--- src/rtl/biriscv_bpred_pkg.sv ---
// Shared definitions for the biriscv branch predictor: BHT counter encoding, BTB entry layout
// and target type decoding.
package biriscv_bpred_pkg;

    localparam int unsigned BHT_CNT_W = 2;
    localparam logic [BHT_CNT_W-1:0] BHT_RESET = 2'b01;
    localparam logic [BHT_CNT_W-1:0] BHT_MAX   = 2'b11;

    localparam int unsigned BTB_TAG_W = 30;
    localparam int unsigned BTB_TGT_W = 30;

    typedef enum logic [1:0] {
        TgtBranch = 2'd0,
        TgtJmp    = 2'd1,
        TgtCall   = 2'd2,
        TgtRet    = 2'd3
    } tgt_type_e;

    typedef struct packed {
        logic                 valid;
        logic [BTB_TAG_W-1:0] tag;
        logic [BTB_TGT_W-1:0] target;
        logic                 is_call;
        logic                 is_ret;
        logic                 is_jmp;
    } btb_entry_t;

    // Return takes priority so a call+ret entry still uses the stack.
    function automatic tgt_type_e tgt_type(input logic is_call, input logic is_ret,
                                           input logic is_jmp);
        if (is_ret)       return TgtRet;
        else if (is_call) return TgtCall;
        else if (is_jmp)  return TgtJmp;
        else              return TgtBranch;
    endfunction

endpackage

--- src/rtl/biriscv_bpred_ras.sv ---
// Non-speculative circular return address stack; a full stack overwrites its oldest entry.
module biriscv_bpred_ras
    import biriscv_bpred_pkg::*;
#(
    parameter int unsigned RAS_DEPTH = 8
) (
    input  logic        clk,
    input  logic        rst,
    input  logic        push,
    input  logic        pop,
    input  logic [31:0] push_addr,
    output logic [31:0] top_addr,
    output logic        valid
);

    localparam int unsigned PW = $clog2(RAS_DEPTH);
    localparam int unsigned CW = PW + 1;

    logic [PW-1:0] ptr_q, ptr_d, ptr_pop;
    logic [CW-1:0] cnt_q, cnt_d, cnt_pop;
    logic [31:0]   stack_q [RAS_DEPTH];

    // Pop is applied before push, so call+ret replaces the top entry.
    always_comb begin
        ptr_pop = ptr_q;
        cnt_pop = cnt_q;
        if (pop && (cnt_q != '0)) begin
            ptr_pop = ptr_q - PW'(1);
            cnt_pop = cnt_q - CW'(1);
        end
        ptr_d = ptr_pop;
        cnt_d = cnt_pop;
        if (push) begin
            ptr_d = ptr_pop + PW'(1);
            if (cnt_pop != CW'(RAS_DEPTH)) begin
                cnt_d = cnt_pop + CW'(1);
            end
        end
    end

    always_ff @(posedge clk) begin
        if (rst) begin
            ptr_q <= '0;
            cnt_q <= '0;
        end else begin
            ptr_q <= ptr_d;
            cnt_q <= cnt_d;
            if (push) begin
                stack_q[ptr_pop] <= push_addr;
            end
        end
    end

    assign top_addr = stack_q[ptr_q - PW'(1)];
    assign valid    = (cnt_q != '0);

endmodule

--- src/rtl/biriscv_bpred.sv ---
// Fetch-stage branch predictor: BTB + 2-bit BHT + RAS, trained by resolved branches.
// Optional gshare indexing is enabled by defining BIRISCV_BPRED_GSHARE_EN.
module biriscv_bpred
    import biriscv_bpred_pkg::*;
#(
    parameter int unsigned NUM_BTB_ENTRIES = 16,
    parameter int unsigned NUM_BHT_ENTRIES = 256,
    parameter int unsigned RAS_DEPTH       = 8
) (
    input  logic        clk,
    input  logic        rst,
    input  logic        branch_request_i,
    input  logic        branch_is_taken_i,
    input  logic        branch_is_not_taken_i,
    input  logic [31:0] branch_source_i,
    input  logic [31:0] branch_pc_i,
    input  logic        branch_is_call_i,
    input  logic        branch_is_ret_i,
    input  logic        branch_is_jmp_i,
    input  logic [31:0] pc_f_i,
    input  logic        pc_accept_i,
    output logic [31:0] next_pc_f_o,
    output logic        next_taken_f_o
);

    localparam int unsigned BTB_W = $clog2(NUM_BTB_ENTRIES);
    localparam int unsigned BHT_W = $clog2(NUM_BHT_ENTRIES);

    btb_entry_t           btb_q [NUM_BTB_ENTRIES];
    logic [BHT_CNT_W-1:0] bht_q [NUM_BHT_ENTRIES];
    logic [BTB_W-1:0]     victim_q;
    logic [BHT_W-1:0]     ghr;

    logic             train_taken, train_not_taken;
    logic             hit_f, hit_t;
    logic [BTB_W-1:0] hit_idx_f, hit_idx_t;
    logic [BHT_W-1:0] bht_idx_f, bht_idx_t;
    btb_entry_t       new_entry;
    logic [31:0]      ras_top;
    logic             ras_valid;

    // Taken wins if both resolution flags are set.
    assign train_taken     = branch_request_i && branch_is_taken_i;
    assign train_not_taken = branch_request_i && !branch_is_taken_i && branch_is_not_taken_i;

`ifdef BIRISCV_BPRED_GSHARE_EN
    logic [BHT_W-1:0] ghr_q;

    always_ff @(posedge clk) begin
        if (rst) begin
            ghr_q <= '0;
        end else if (branch_request_i) begin
            ghr_q <= {ghr_q[BHT_W-2:0], branch_is_taken_i};
        end
    end

    assign ghr = ghr_q;
`else
    assign ghr = '0;
`endif

    assign bht_idx_f = pc_f_i[BHT_W+1:2] ^ ghr;
    assign bht_idx_t = branch_source_i[BHT_W+1:2] ^ ghr;

    // Lowest matching index wins on both the fetch and training ports.
    always_comb begin
        hit_f     = 1'b0;
        hit_idx_f = '0;
        hit_t     = 1'b0;
        hit_idx_t = '0;
        for (int i = 0; i < NUM_BTB_ENTRIES; i++) begin
            if (!hit_f && btb_q[i].valid && (btb_q[i].tag == pc_f_i[31:2])) begin
                hit_f     = 1'b1;
                hit_idx_f = BTB_W'(i);
            end
            if (!hit_t && btb_q[i].valid && (btb_q[i].tag == branch_source_i[31:2])) begin
                hit_t     = 1'b1;
                hit_idx_t = BTB_W'(i);
            end
        end
    end

    always_comb begin
        next_taken_f_o = 1'b0;
        next_pc_f_o    = pc_f_i + 32'd4;
        if (hit_f) begin
            case (tgt_type(btb_q[hit_idx_f].is_call, btb_q[hit_idx_f].is_ret,
                           btb_q[hit_idx_f].is_jmp))
                TgtRet: begin
                    next_taken_f_o = 1'b1;
                    next_pc_f_o    = ras_valid ? ras_top : {btb_q[hit_idx_f].target, 2'b00};
                end
                TgtJmp, TgtCall: begin
                    next_taken_f_o = 1'b1;
                    next_pc_f_o    = {btb_q[hit_idx_f].target, 2'b00};
                end
                default: begin
                    if (bht_q[bht_idx_f][1]) begin
                        next_taken_f_o = 1'b1;
                        next_pc_f_o    = {btb_q[hit_idx_f].target, 2'b00};
                    end
                end
            endcase
        end
    end

    always_comb begin
        new_entry         = '0;
        new_entry.valid   = 1'b1;
        new_entry.tag     = branch_source_i[31:2];
        new_entry.target  = branch_pc_i[31:2];
        new_entry.is_call = branch_is_call_i;
        new_entry.is_ret  = branch_is_ret_i;
        new_entry.is_jmp  = branch_is_jmp_i;
    end

    always_ff @(posedge clk) begin
        if (rst) begin
            for (int i = 0; i < NUM_BHT_ENTRIES; i++) begin
                bht_q[i] <= BHT_RESET;
            end
            for (int i = 0; i < NUM_BTB_ENTRIES; i++) begin
                btb_q[i] <= '0;
            end
            victim_q <= '0;
        end else begin
            if (train_taken && (bht_q[bht_idx_t] != BHT_MAX)) begin
                bht_q[bht_idx_t] <= bht_q[bht_idx_t] + BHT_CNT_W'(1);
            end else if (train_not_taken && (bht_q[bht_idx_t] != '0)) begin
                bht_q[bht_idx_t] <= bht_q[bht_idx_t] - BHT_CNT_W'(1);
            end
            if (train_taken) begin
                if (hit_t) begin
                    btb_q[hit_idx_t] <= new_entry;
                end else begin
                    btb_q[victim_q] <= new_entry;
                    victim_q        <= victim_q + BTB_W'(1);
                end
            end
        end
    end

    biriscv_bpred_ras #(
        .RAS_DEPTH (RAS_DEPTH)
    ) u_ras (
        .clk       (clk),
        .rst       (rst),
        .push      (branch_request_i && branch_is_call_i),
        .pop       (branch_request_i && branch_is_ret_i),
        .push_addr (branch_source_i + 32'd4),
        .top_addr  (ras_top),
        .valid     (ras_valid)
    );

    // pc_accept_i is reserved for speculative history.
    logic unused_ok;
    assign unused_ok = ^{pc_accept_i, branch_pc_i[1:0]};

endmodule

--- config.mk ---
export PLATFORM = sky130hd
export DESIGN_NAME = biriscv_bpred
export DESIGN_NICKNAME = d
export VERILOG_FILES = /design/src/rtl/biriscv_bpred_pkg.sv /design/src/rtl/biriscv_bpred_ras.sv /design/src/rtl/biriscv_bpred.sv
export SDC_FILE = /design/constraint.sdc
export NUM_CORES = 2
export LEC_CHECK = 0
export ABC_AREA = 1
export BUFFER_PORTS_ARGS = -buffer_cell sky130_fd_sc_hd__buf_2
export CAP_MARGIN = 20
export CORE_UTILIZATION = 45
export DETAILED_ROUTE_END_ITERATION = 7
export REMOVE_ABC_BUFFERS = 1
export SYNTH_ARGS = -nofsm -noshare
export SYNTH_HDL_FRONTEND = slang
export SYNTH_SLANG_ARGS = --single-unit
--- constraint.sdc ---
create_clock -name clk -period 26.4 [get_ports clk]
set_input_delay 7.92 -clock clk [delete_from_list [all_inputs] [get_ports clk]]
set_output_delay 7.92 -clock clk [all_outputs]
set_load 0.005 [all_outputs]
==> metrics.yaml <==
cts:
  postCtsSetupRepairBufs: 0
  cts_max_level: 4
  hold_buffers: 0
  clk_latency_ps: 890
  cts_buffer_depth: 3
  cts_tree: "yes"
  clockRootBuffer: "clkbuf_16"
  numCtsBuffers: 199
  post_cts_resized: 0
  clkSinkCount: 1803
  clk_pin_slew_ps: 60
worst_hold_path:
  min_from: "btb_q[4][63]"
  holdPathStages: 2
  hold_class: "flip-flop to flip-flop"
  min_to: "btb_q[4][63]"
setup_path:
  crit_family: "buffers and inverters"
  r2r_start: "btb_q[0][55]"
  max_stage_delay_ps: 840
  crit_chain: "buf_2, inv_2, o22ai_1, nor2_1, nand2_1, nor4_1, nand3_1, nand4_2, inv_1, o41ai_1, nand2_4, inv_2, buf_4, nand3_1, nand3_1, nand2_1, inv_2, nand2_2, nand3_1, nand2_1, a21oi_1, buf_2"
  critPathSlowestCell: "inv_2"
  rr_worst_depth: 23
  critPathArrivalTime_ps: 15950
  cp.required_ps: 18480
  r2r-end: "btb_q[4][20]"
  crit_top_cell: "nand3_1"
  crit_path_start_kind: "input pin"
  crit_path_start: "pc_f_i[22]"
  worst-path-buf-inv: 7
  worstSetupPathType: "input pin to output pin"
  crit_fanout: 34
  r2r_slack_ps: 19730
  cp-end-kind: "output pin"
final_layout:
  final.fill_count: 19760
  fin_util: 0.495
  final_cell_count_no_fill: 13410
  nNetsFinal: 10521
  multi_input_area_um2: 36400
  regArea_um2: 53900
  drive_gt1_frac: 0.0855
  syn_to_final_growth_pct: 8.75
grt:
  grt_usage: 0.363
  grt_pass1_vias: 79021
  overflow: 0
  antenna_found_initial: 18
  grt_max_degree: 171
  grt_pass1_wl_mm: 567
floorplan:
  ios: 138
  die_h_um: 466
  die_w_um: 466
  row_count: 169
  core-area_um2: 213000
  dieArea_um2: 217000
  initial_core_util: 0.455
yosys:
  ys_seq_elements: 1803
  syn-instance-count: 10752
  syn_avg_cell_area_um2: 9.01
  synth.cell_area_um2: 96900
  synth_top_area_share: 0.550
  ys.warnings.count: 0
  seq_area_frac_synth: 0.556
  synth.area.top_cells: "edfxtp_1 (55%), nand2_1 (9.0%), nor2_1 (6.2%)"
  synth_largest_area_cell: "edfxtp_1"
  ys_types: 63
timing:
  skew_ps: 91.3
  grt_setup_unrepaired: "no"
  tightest_slew_ps: 1170
  setup_slack_ps: 2530
  fmax_mhz: 41.9
  finalCritPeriodShare: 0.904
  setup_viol: 0
  max-slew-margin-rel: 0.218
  slew_viol_final: 0
  fin_crit_ps: 23870
  fin_tns_setup_ps: 0
  hold_viol_final: 0
routing:
  drt_first_pass_iters: 7
  via_count: 85458
  routed_wl_mm: 404
  drt_iter0_drc: 13560
  ant_nets: 0
  wl_per_cell_um: 30.1
  viasPerCell: 6.37
  drc: 0
place:
  place_congestion: 0.995
  portBuffers: 134
  dp_hpwl_mm: 232
  dp.cells: 13020
  pre_cts_ws_ps: 3050
power:
  ir_drop_v: 0.0000726
  power_leakage_nw: 39.1
  power_density_nw_per_um2: 68.0
run:
  cap_violations: 0
status:
  status: "finished clean"
worst register-to-register path: stages (launching register included):
cell and delay, ps:
edfxtp_1 420, inv_1 90, nand2_1 50, a221oi_1 490, nand2_1 120, nor4_1 450, nand4_1 500, and2_1 340
nand3_1 120, nor2_2 50, nand2_1 150, nor2_2 70, nand3_1 120, a21oi_1 70, inv_1 60, nand4_1 240
nor2_1 180, nand2_1 220, inv_2 170, nand3_4 410, inv_1 250, nand2_4 330, nand2_4 670, buf_4 680
cell type report:
type,count,area share
Antenna cell,15,0.000356
Clock buffer,244,0.0491
Clock inverter,127,0.0140
Inverter,571,0.0207
Multi-Input combinational cell,7439,0.345
Sequential cell,1803,0.511
Tap cell,2821,0.0335
Timing Repair Buffer,390,0.0259
sequential cells by signal, indices dropped and copies added (netlist names):
signal         flops
u_ras.cnt_q        4
u_ras.ptr_q        3
victim_q           4
u_ras.stack_q    256
btb_q           1024
bht_q            512
where the power goes:
part	switching (W)	internal [W]
clock	0.00125	0.00164
sequential	0.0000508	0.00323
combinational	0.000767	0.000228
metal layers:
layer	up-vias	track usage	routed length, µm
li1	36441	-	-
met1	41271	0.477	149000
met2	6187	0.540	172000
met3	1549	0.0845	51500
met4	10	0.233	30500
met5	-	0	273
cells in the final DEF (no fill, tap or decap), types with 46 or more instances in the layout:
master	count
a221oi_1	61
buf_4	248
xnor2_1	158
clkbuf_16	199
clkinv_1	46
a21oi_1	289
inv_1	496
o21ai_0	601
nor3_1	319
nand3_1	888
inv_2	57
xor2_1	192
nor4_1	100
nor2_1	1570
o22ai_1	443
nand4_1	97
nand2_1	2287
edfxtp_1	1776
buf_2	129
per-stage QoR:
stage | hold slack [ps] | instance area, µm² | total power [W]
final | 470 | 105000 | 0.00716
after global routing | 498 | 105000 | 0.00732
after CTS | 465 | 105000 | 0.00713
after detailed placement | 454 | 98600 | 0.00429
after global placement | 453 | 98600 | 0.00428
after floorplan | 436 | 91900 | 0.00383
worst max path at each step:
stage / cells past startpoint / slack, ps / end
final: 22 / 2530 / next_pc_f_o[9]
after CTS: 38 / 3020 / next_pc_f_o[30]
after global routing: 38 / 2470 / next_pc_f_o[30]
after floorplan: 31 / -1070 / next_pc_f_o[30]
after detailed placement: 38 / 3050 / next_pc_f_o[30]
after global placement: 21 / 3020 / next_pc_f_o[15]
synth_stat cells, drive strengths merged:
library cell and n:
edfxtp 1776, a221o 30, nand4 101, a2111oi 10, buf 541, a21oi 291, nand3 892, and2 4
or2 11, xnor2 159, nand2 2325, nor2b 1, or4 12, nor3 365, o22ai 443, dfxtp 27
clkbuf 398, inv 564, o31ai 1, nor3b 3, a31oi 2, nor4 106, nand3b 2, a41oi 2
ha 12, nor4b 1, a221oi 61, a21boi 1, o2111ai 21, o21bai 2, o221ai 6, o32ai 2
o211ai 40, a22o 40, o41ai 2, nor2 1611, a22oi 30, xor2 192, and3 1, clkinv 7
a211oi 7, o21a 1, o21ai 649
logic make-up (layout without fill, tap and decap cells):
group           Yosys count  in the layout  synth area share
flops                  1803           1803             0.556
buf+inv                1510           1332            0.0735
simple gates           5435           5435             0.237
other cells               0             15                 0
xor+xnor                351            351            0.0317
compound gates         1641           1641            0.0999
fa+ha+maj                12             12           0.00155
(Power assumes the default switching activity.)
